[config.mk]
export PLATFORM = sky130hd
export DESIGN_NAME = retire_rat
export DESIGN_NICKNAME = d
export VERILOG_FILES = /design/src/rtl/retire_rat_pkg.sv /design/src/rtl/retire_rat.sv
export SDC_FILE = /design/constraint.sdc
export NUM_CORES = 1
export LEC_CHECK = 0
export CORE_UTILIZATION = 25
export CTS_CLUSTER_DIAMETER = 30
export DETAILED_ROUTE_END_ITERATION = 6
export GPL_TIMING_DRIVEN = 0
export SLEW_MARGIN = 5
export SYNTH_ARGS = -nofsm -noshare
export SYNTH_HDL_FRONTEND = slang
export SYNTH_SLANG_ARGS = --single-unit
[constraint.sdc]
create_clock -name clk -period 4.25 [get_ports clk]
set_input_delay 1.0625 -clock clk [delete_from_list [all_inputs] [get_ports clk]]
set_output_delay 1.0625 -clock clk [all_outputs]
set_load 0.01 [all_outputs]
[src/rtl/retire_rat_pkg.sv]
// Shared types for the retirement-side register alias table.
package rv32i_types;

  localparam int unsigned NUM_REGS = 64;
  localparam int unsigned PHYS_W   = $clog2(NUM_REGS);

  typedef enum logic {
    RUN  = 1'b0,
    HOLD = 1'b1
  } rrf_state_t;

  typedef struct packed {
    logic              has_rd;
    logic [4:0]        arch_rd;
    logic [PHYS_W-1:0] phys_rd;
  } commit_pkt_t;

endpackage

[src/rtl/retire_rat.sv]
// Retirement register alias table: records committed arch->phys mappings and
// releases the displaced phys reg. Optional check: RRF_DOUBLE_MAP_CHECK_EN.
module retire_rat #(
  parameter int unsigned NUM_REGS = 64,
  parameter int unsigned CNT_W    = 32,
  localparam int unsigned PHYS_W  = $clog2(NUM_REGS)
) (
  input  logic                 clk,
  input  logic                 rst,
  input  logic                 flush,
  input  logic                 commit_valid,
  output logic                 commit_ready,
  input  logic [4:0]           commit_arch_rd,
  input  logic [PHYS_W-1:0]    commit_phys_rd,
  input  logic                 commit_has_rd,
  output logic                 reg_freed,
  output logic [PHYS_W-1:0]    liberated_reg,
  output logic [32*PHYS_W-1:0] rrf_arch_to_physical,
`ifdef RRF_DOUBLE_MAP_CHECK_EN
  output logic                 map_error,
`endif
  output logic [CNT_W-1:0]     retire_count
);

  import rv32i_types::*;

  rrf_state_t        state_q;
  commit_pkt_t       pkt;
  logic              accept;
  logic              wr_en;
  logic [PHYS_W-1:0] map_q [1:31];
  logic [PHYS_W-1:0] map_full [32];
  logic              free_q;
  logic [PHYS_W-1:0] free_reg_q;
  logic [CNT_W-1:0]  count_q;

  assign pkt          = '{has_rd: commit_has_rd, arch_rd: commit_arch_rd, phys_rd: commit_phys_rd};
  assign commit_ready = (state_q == RUN) && !flush;
  assign accept       = commit_valid && commit_ready;
  assign wr_en        = accept && pkt.has_rd && (pkt.arch_rd != 5'd0);

  // Entry 0 is a constant zero, so only 1..31 are real flops.
  always_comb begin
    map_full[0] = '0;
    for (int unsigned i = 1; i < 32; i++) map_full[i] = map_q[i];
  end

  always_comb begin
    rrf_arch_to_physical = '0;
    for (int unsigned i = 0; i < 32; i++)
      rrf_arch_to_physical[i*PHYS_W +: PHYS_W] = map_full[i];
  end

  always_ff @(posedge clk) begin
    if (rst) begin
      state_q <= RUN;
    end else begin
      case (state_q)
        RUN:     if (flush) state_q <= HOLD;
        HOLD:    state_q <= flush ? HOLD : RUN;
        default: state_q <= RUN;
      endcase
    end
  end

  always_ff @(posedge clk) begin
    if (rst) begin
      for (int unsigned i = 1; i < 32; i++) map_q[i] <= PHYS_W'(i);
      free_q     <= 1'b0;
      free_reg_q <= '0;
      count_q    <= '0;
    end else begin
      free_q <= wr_en;
      if (wr_en) begin
        free_reg_q          <= map_full[pkt.arch_rd];
        map_q[pkt.arch_rd]  <= pkt.phys_rd;
      end
      if (accept) count_q <= count_q + CNT_W'(1);
    end
  end

  // A release that lands on a flush is dropped; the rebuild uses the map.
  assign reg_freed     = free_q && !flush;
  assign liberated_reg = free_reg_q;
  assign retire_count  = count_q;

`ifdef RRF_DOUBLE_MAP_CHECK_EN
  logic [NUM_REGS-1:0] in_map_q;
  logic                map_err_q;
  logic                dup_hit;

  assign dup_hit = accept && pkt.has_rd &&
                   (in_map_q[pkt.phys_rd] || ((pkt.phys_rd == '0) && (pkt.arch_rd != 5'd0)));

  always_ff @(posedge clk) begin
    if (rst) begin
      for (int unsigned i = 0; i < NUM_REGS; i++) in_map_q[i] <= (i < 32);
      map_err_q <= 1'b0;
    end else begin
      if (dup_hit) map_err_q <= 1'b1;
      // Clear the displaced reg first so a same-reg rewrite keeps its bit.
      if (wr_en) begin
        in_map_q[map_full[pkt.arch_rd]] <= 1'b0;
        in_map_q[pkt.phys_rd]           <= 1'b1;
      end
    end
  end

  assign map_error = map_err_q;
`endif

endmodule

After elaboration in Yosys (flattened, before gate mapping)
Memory sizes are Yosys's and may differ from the RTL's.
Cells that the tools add are included.

storage, ports and cells
  register bits = 40
  bits in writable memories = 186
  bits of input ports = 16
  output and inout port bits = 232
  word-level logic and storage cells = 29
  memories = 1

operators by class
  add/sub/neg operators = 1
  $lt $le $gt $ge = 1
  mux-type cells = 12
  bitwise gates (word level) = 2
  reductions and logical operators = 8

memory list
  name   depth  width  rd ports  clocked after Yosys merged registers in  wr ports  RTL line          text
  map_q  31     6      31        0                                        31        retire_rat.sv:31  logic [PHYS_W-1:0] map_q [1:31];

operators with widths
  operator                                        count
  adder 32 x 1 -> 32 bit (second input constant)  1
  binary-select mux 6 bit (select 5 bit)          1
  2-to-1 mux 6 bit                                3
  2-to-1 mux 1 bit                                7
  >= comparator 6 bit (second input constant)     1
  inverter 5 -> 6 bit                             1
  OR reduction 6 bit                              1
  logical AND 1 bit                               5
  2-to-1 mux 5 bit                                1
  nonzero test 5 bit                              1
  logical NOT 1 bit                               1
  inverter 1 bit                                  1

Depth between registers and ports, before layout
  depth in word-level cells = 10
  gate-level depth with buffers = 8
  mapped depth without buffers = 6

Least setup slack after synthesis
OpenSTA, ideal clock, no wires.

  kind = input to register
  start point = input port commit_arch_rd[1]
  end point = register free_reg_q[1], in the netlist liberated_reg[1]
  library setup time = 134 ps
  arrival = 2738 ps
  required time = 4116 ps
  path slack = 1378 ps
  stages = 6
  path buffers = 3
  cells stage by stage = clkbuf_1 > buf_2 > buf_1 > mux4_2 > a2111oi_0 > a21oi_1

on the way
  word-level cells in the longest chain between the ends = 4
  elaborated cells between the ends (all ways) = 6
  classes of those cells = mux: 3; bitwise: 1; reduce/logical: 2

ends and longest elaborated chain
  element                                               RTL line          text
  start, declared                                       retire_rat.sv:13  input logic [4:0] commit_arch_rd,
  inverter 5 -> 6 bit (not written as such)             retire_rat.sv:75  free_reg_q <= map_full[pkt.arch_rd];
  binary-select mux 6 bit (select 5 bit)                retire_rat.sv:75
  2-to-1 mux 6 bit (not written as such) (2 in series)  retire_rat.sv:75
  end signal, assigned                                  retire_rat.sv:75
  end, declared                                         retire_rat.sv:34  logic [PHYS_W-1:0] free_reg_q;

Parallel ways exist; a longest one is shown, timed or not. The select of a mux whose other input is x is not followed.
A chain may end at the register's enable or synchronous reset.

==> key figures <==
Outcome
  – Status: finished clean

Critical path
  – Worst Path Class, Setup: input port to flop
  – Arrival time at the worst endpoint: ~4.2 ns
  – Slowest cell on crit path: nand3_1
  – Critical path's top delay family: simple AND/OR/NAND/NOR gates
  – Max FO, Critical Path: 10
  – Worst-case reg-to-reg path depth: 6
  – WP data required: between 4 and 5 ns
  – Setup slack, reg-to-reg: approximately 1.1 ns
  – FF-to-FF End: map_q[20][4]
  – Max incr delay on CP: 0.71 ns
  – Type of origin of the critical path: input port
  – Reg2reg start: state_q
  – Crit. End Element: flop
  – Buffers & Inverters on Critical Path: 3
  – Critical Path, Cell by Cell: clkdlybuf4s50_1 -> or3b_1 -> buf_6 -> nor3b_2 -> nand3_1 -> clkbuf_1 -> or3_1

Power and ir drop
  – Combinational power share: 6.9%
  – Clock Power Share: a little under three fifths
  – PwrDens: between 400 and 500 nW/um2
  – P_leak: ~5.3 nW
  – Switching power: between 1.5 and 2 mW
  – Flop pwr share: 37.8%
  – Peak supply drop: roughly 0.33 mV
  – Sw Ratio: a little under a quarter
  – Total power: 6.59 mW
  – Int Power: roughly 5 mW

Detailed routing
  – Avg WL per Cell: roughly 24 um
  – Initial DRC Count: between 800 and 900
  – Post-DRT Antenna Nets: 0
  – Via count: ~8,500
  – Router iterations before antenna repair: 5
  – DRC: 0
  – Via-to-Cell Ratio: 4.91
  – WL final: 41.0 mm

Placement
  – Placed Cells: 1,632
  – # port buffers: around 240
  – Cell Area, Placed: about 14,000 um2
  – Gpl congestion: about 0.9
  – Post-DP HPWL: a little over 30 mm

Clock tree
  – Post-CTS sizing: 0
  – TritonCTS buffer count: between 40 and 50
  – Worst-Skew Late Latency: ~0.56 ns
  – Worst-path clk slew: ~0.040 ns
  – H-tree Lvls: 2
  – Cell chosen for the clock root: clkbuf_16
  – CTS tree: yes
  – Bufs on Longest Clock Path: 3
  – Clock sinks: 226
  – Postcts setup bufs: 0
  – Post-CTS Hold Fix Bufs: 0

Finish
  – Commonest non-fill, non-tap cell in the layout: clkdlybuf4s50_1
  – Finished Core Util: 36.4%
  – Design Area, Final: approximately 15,000 um2
  – Layout fillers: approximately 4,100
  – Synth-to-layout area growth: 44.0%
  – Max reg flops: roughly 190
  – Share of layout cells above drive strength 1: between 10% and 20%
  – Final Instance Count excl. Fillers: ~1,700
  – Final #Nets: roughly 1,200
  – Most frequent cells in the layout: 237 x clkdlybuf4s50_1, 186 x edfxtp_1, 108 x and2_1

Global routing
  – Initial antenna violation count: 6
  – First-pass GRT wire length: approximately 58 mm
  – GR Util All Layers: a little under a fifth
  – Total gr overflow: 0
  – Largest net degree at the start of global routing: 14
  – Vias in the first global route: 8,372

Timing
  – Pins Over Slew Limit: 0
  – Final number of setup-violating endpoints: 0
  – Clock Skew: 0.0277 ns
  – Final hold viol count: 0
  – RSZ-0062 raised after global routing: no
  – Period utilization: roughly 91%
  – Fmax: 257 MHz
  – Setup TNS: 0 ns
  – Worst slew pin tran: around 1.1 ns
  – Slew Limit Headroom: about a quarter
  – Minimum clock period: between 3 and 4 ns

Logic synthesis
  – Most used DFF post-synth: edfxtp_1
  – Synth warn: 0
  – Post-Synthesis Cells: between 800 and 900
  – Post-Syn Area: ~11,000 um2
  – Sequential share of the synthesized area: 60.2%
  – Synthesis-stage register bit count: approximately 230
  – Yosys cell types: 51
  – Syn avg cell area: ~12 um2
  – FFs w/ async S/R, synth: 0%
  – Post-synth EDFFs: 186

Die
  – Core Region: 41,900 um2
  – DIE AREA: 43,300 um2
  – FP Rows: 75
  – Initial core utilization: around a quarter
  – # IOs: around 250
  – Die Y: approximately 210 um
  – Die W: 208 um

Min path
  – Hold EP: retire_count[31]
  – Hold Path Origin: retire_count[31]
  – Hold Path Stages: 2
  – Hold/Removal Path Class: flop to flop

Run
  – Max_cap viols: 0
## power by group through the flow
stage | Sequential (mW) | Combinational (mW) | Clock (mW)
2_1_floorplan | 2.54 | 0.188 | 0
3_3_place_gp | 2.53 | 0.445 | 0
3_5_place_dp | 2.53 | 0.449 | 0
4_1_cts | 2.49 | 0.450 | 3.68
5_1_grt | 2.49 | 0.473 | 3.79
6_report | 2.49 | 0.453 | 3.65
## worst max-delay path by stage
stage,start,end,slack (ns),cells after the start
4_1_cts,flush,map_q[20][2],0.51,7
3_5_place_dp,flush,map_q[4][1],-0.05,7
5_1_grt,flush,map_q[4][5],0.42,7
6_report,flush,map_q[20][4],0.36,7
2_1_floorplan,commit_arch_rd[1],liberated_reg[1],1.38,6
3_3_place_gp,flush,map_q[20][2],-0.06,7
## worst min-delay path, cell delays in order (launching register included)
cell     delay [ns]
dfxtp_1        0.32
o21ai_0        0.08
a21oi_1        0.06
## metrics by stage
| step | hold WS (ns) | setup WS (ns) |
|---|---|---|
| after CTS | 0.511 | 0.514 |
| after floorplan | 0.502 | 1.38 |
| final | 0.504 | 0.363 |
| after detailed placement | 0.504 | -0.0458 |
| after global placement | 0.496 | -0.0634 |
| after global routing | 0.547 | 0.417 |
## final cells by class
class	count	area (um2)	area share (%)
Clock buffer	50	1170	7.63
Tap cell	539	674	4.41
Multi-Input combinational cell	551	3910	25.6
Antenna cell	6	15.0	0.0983
Sequential cell	226	6390	41.8
Timing Repair Buffer	237	2370	15.5
Clock inverter	35	413	2.70
Buffer	76	329	2.15
Inverter	3	11.3	0.0737
## metal layers
layer	up-vias	routed length, um	GRT usage [%]	share of wire [%]
met3	85	4220	5.03	10
li1	3711	-	-	-
met5	-	0	0	0
met2	517	19000	29.4	46
met4	0	1340	7.08	3.3
met1	4150	16400	23.8	40
## synthesized netlist by cell type, types with 2 or more instances
| cell type | n | share of area (%) |
|---|---|---|
| nand4bb_1 | 2 | 0.21 |
| nand3_1 | 13 | 0.61 |
| a2111oi_0 | 6 | 0.50 |
| buf_2 | 8 | 0.38 |
| nand2_1 | 11 | 0.39 |
| clkbuf_1 | 57 | 2.0 |
| inv_1 | 3 | 0.11 |
| buf_1 | 3 | 0.11 |
| a21oi_1 | 10 | 0.47 |
| and3_1 | 5 | 0.29 |
| or3_1 | 85 | 5.0 |
| mux2_2 | 5 | 0.53 |
| nand4_1 | 12 | 0.71 |
| nand3b_1 | 4 | 0.28 |
| nor2b_1 | 2 | 0.12 |
| mux4_2 | 18 | 3.8 |
| mux2i_1 | 55 | 5.2 |
| o22ai_1 | 19 | 1.1 |
| dfxtp_1 | 40 | 7.5 |
| nor4_1 | 6 | 0.35 |
| xor2_1 | 23 | 1.9 |
| o32ai_1 | 5 | 0.41 |
| and4_1 | 5 | 0.41 |
| nand4b_1 | 4 | 0.33 |
| edfxtp_1 | 186 | 53 |
| o21ai_0 | 4 | 0.19 |
| or2_2 | 33 | 1.9 |
| and2_1 | 108 | 6.4 |
| xnor2_1 | 4 | 0.33 |
| nor3_1 | 3 | 0.14 |
| buf_4 | 7 | 0.50 |
| nor3b_1 | 2 | 0.14 |
| a22oi_1 | 5 | 0.35 |
| nor2_1 | 77 | 2.7 |
| o21bai_1 | 5 | 0.35 |
## logic make-up after synthesis
family | share of synthesized area (%)
other | 0.0353
AOI/OAI and AO/OA | 3.80
DFF | 60.2
muxes | 9.54
xor gates and xnor gates | 2.23
adders and majority gates | 0.118
buffers and inverters | 3.21
and+or+nand+nor | 20.9
Note: power is estimated with default switching activity, not from simulation.
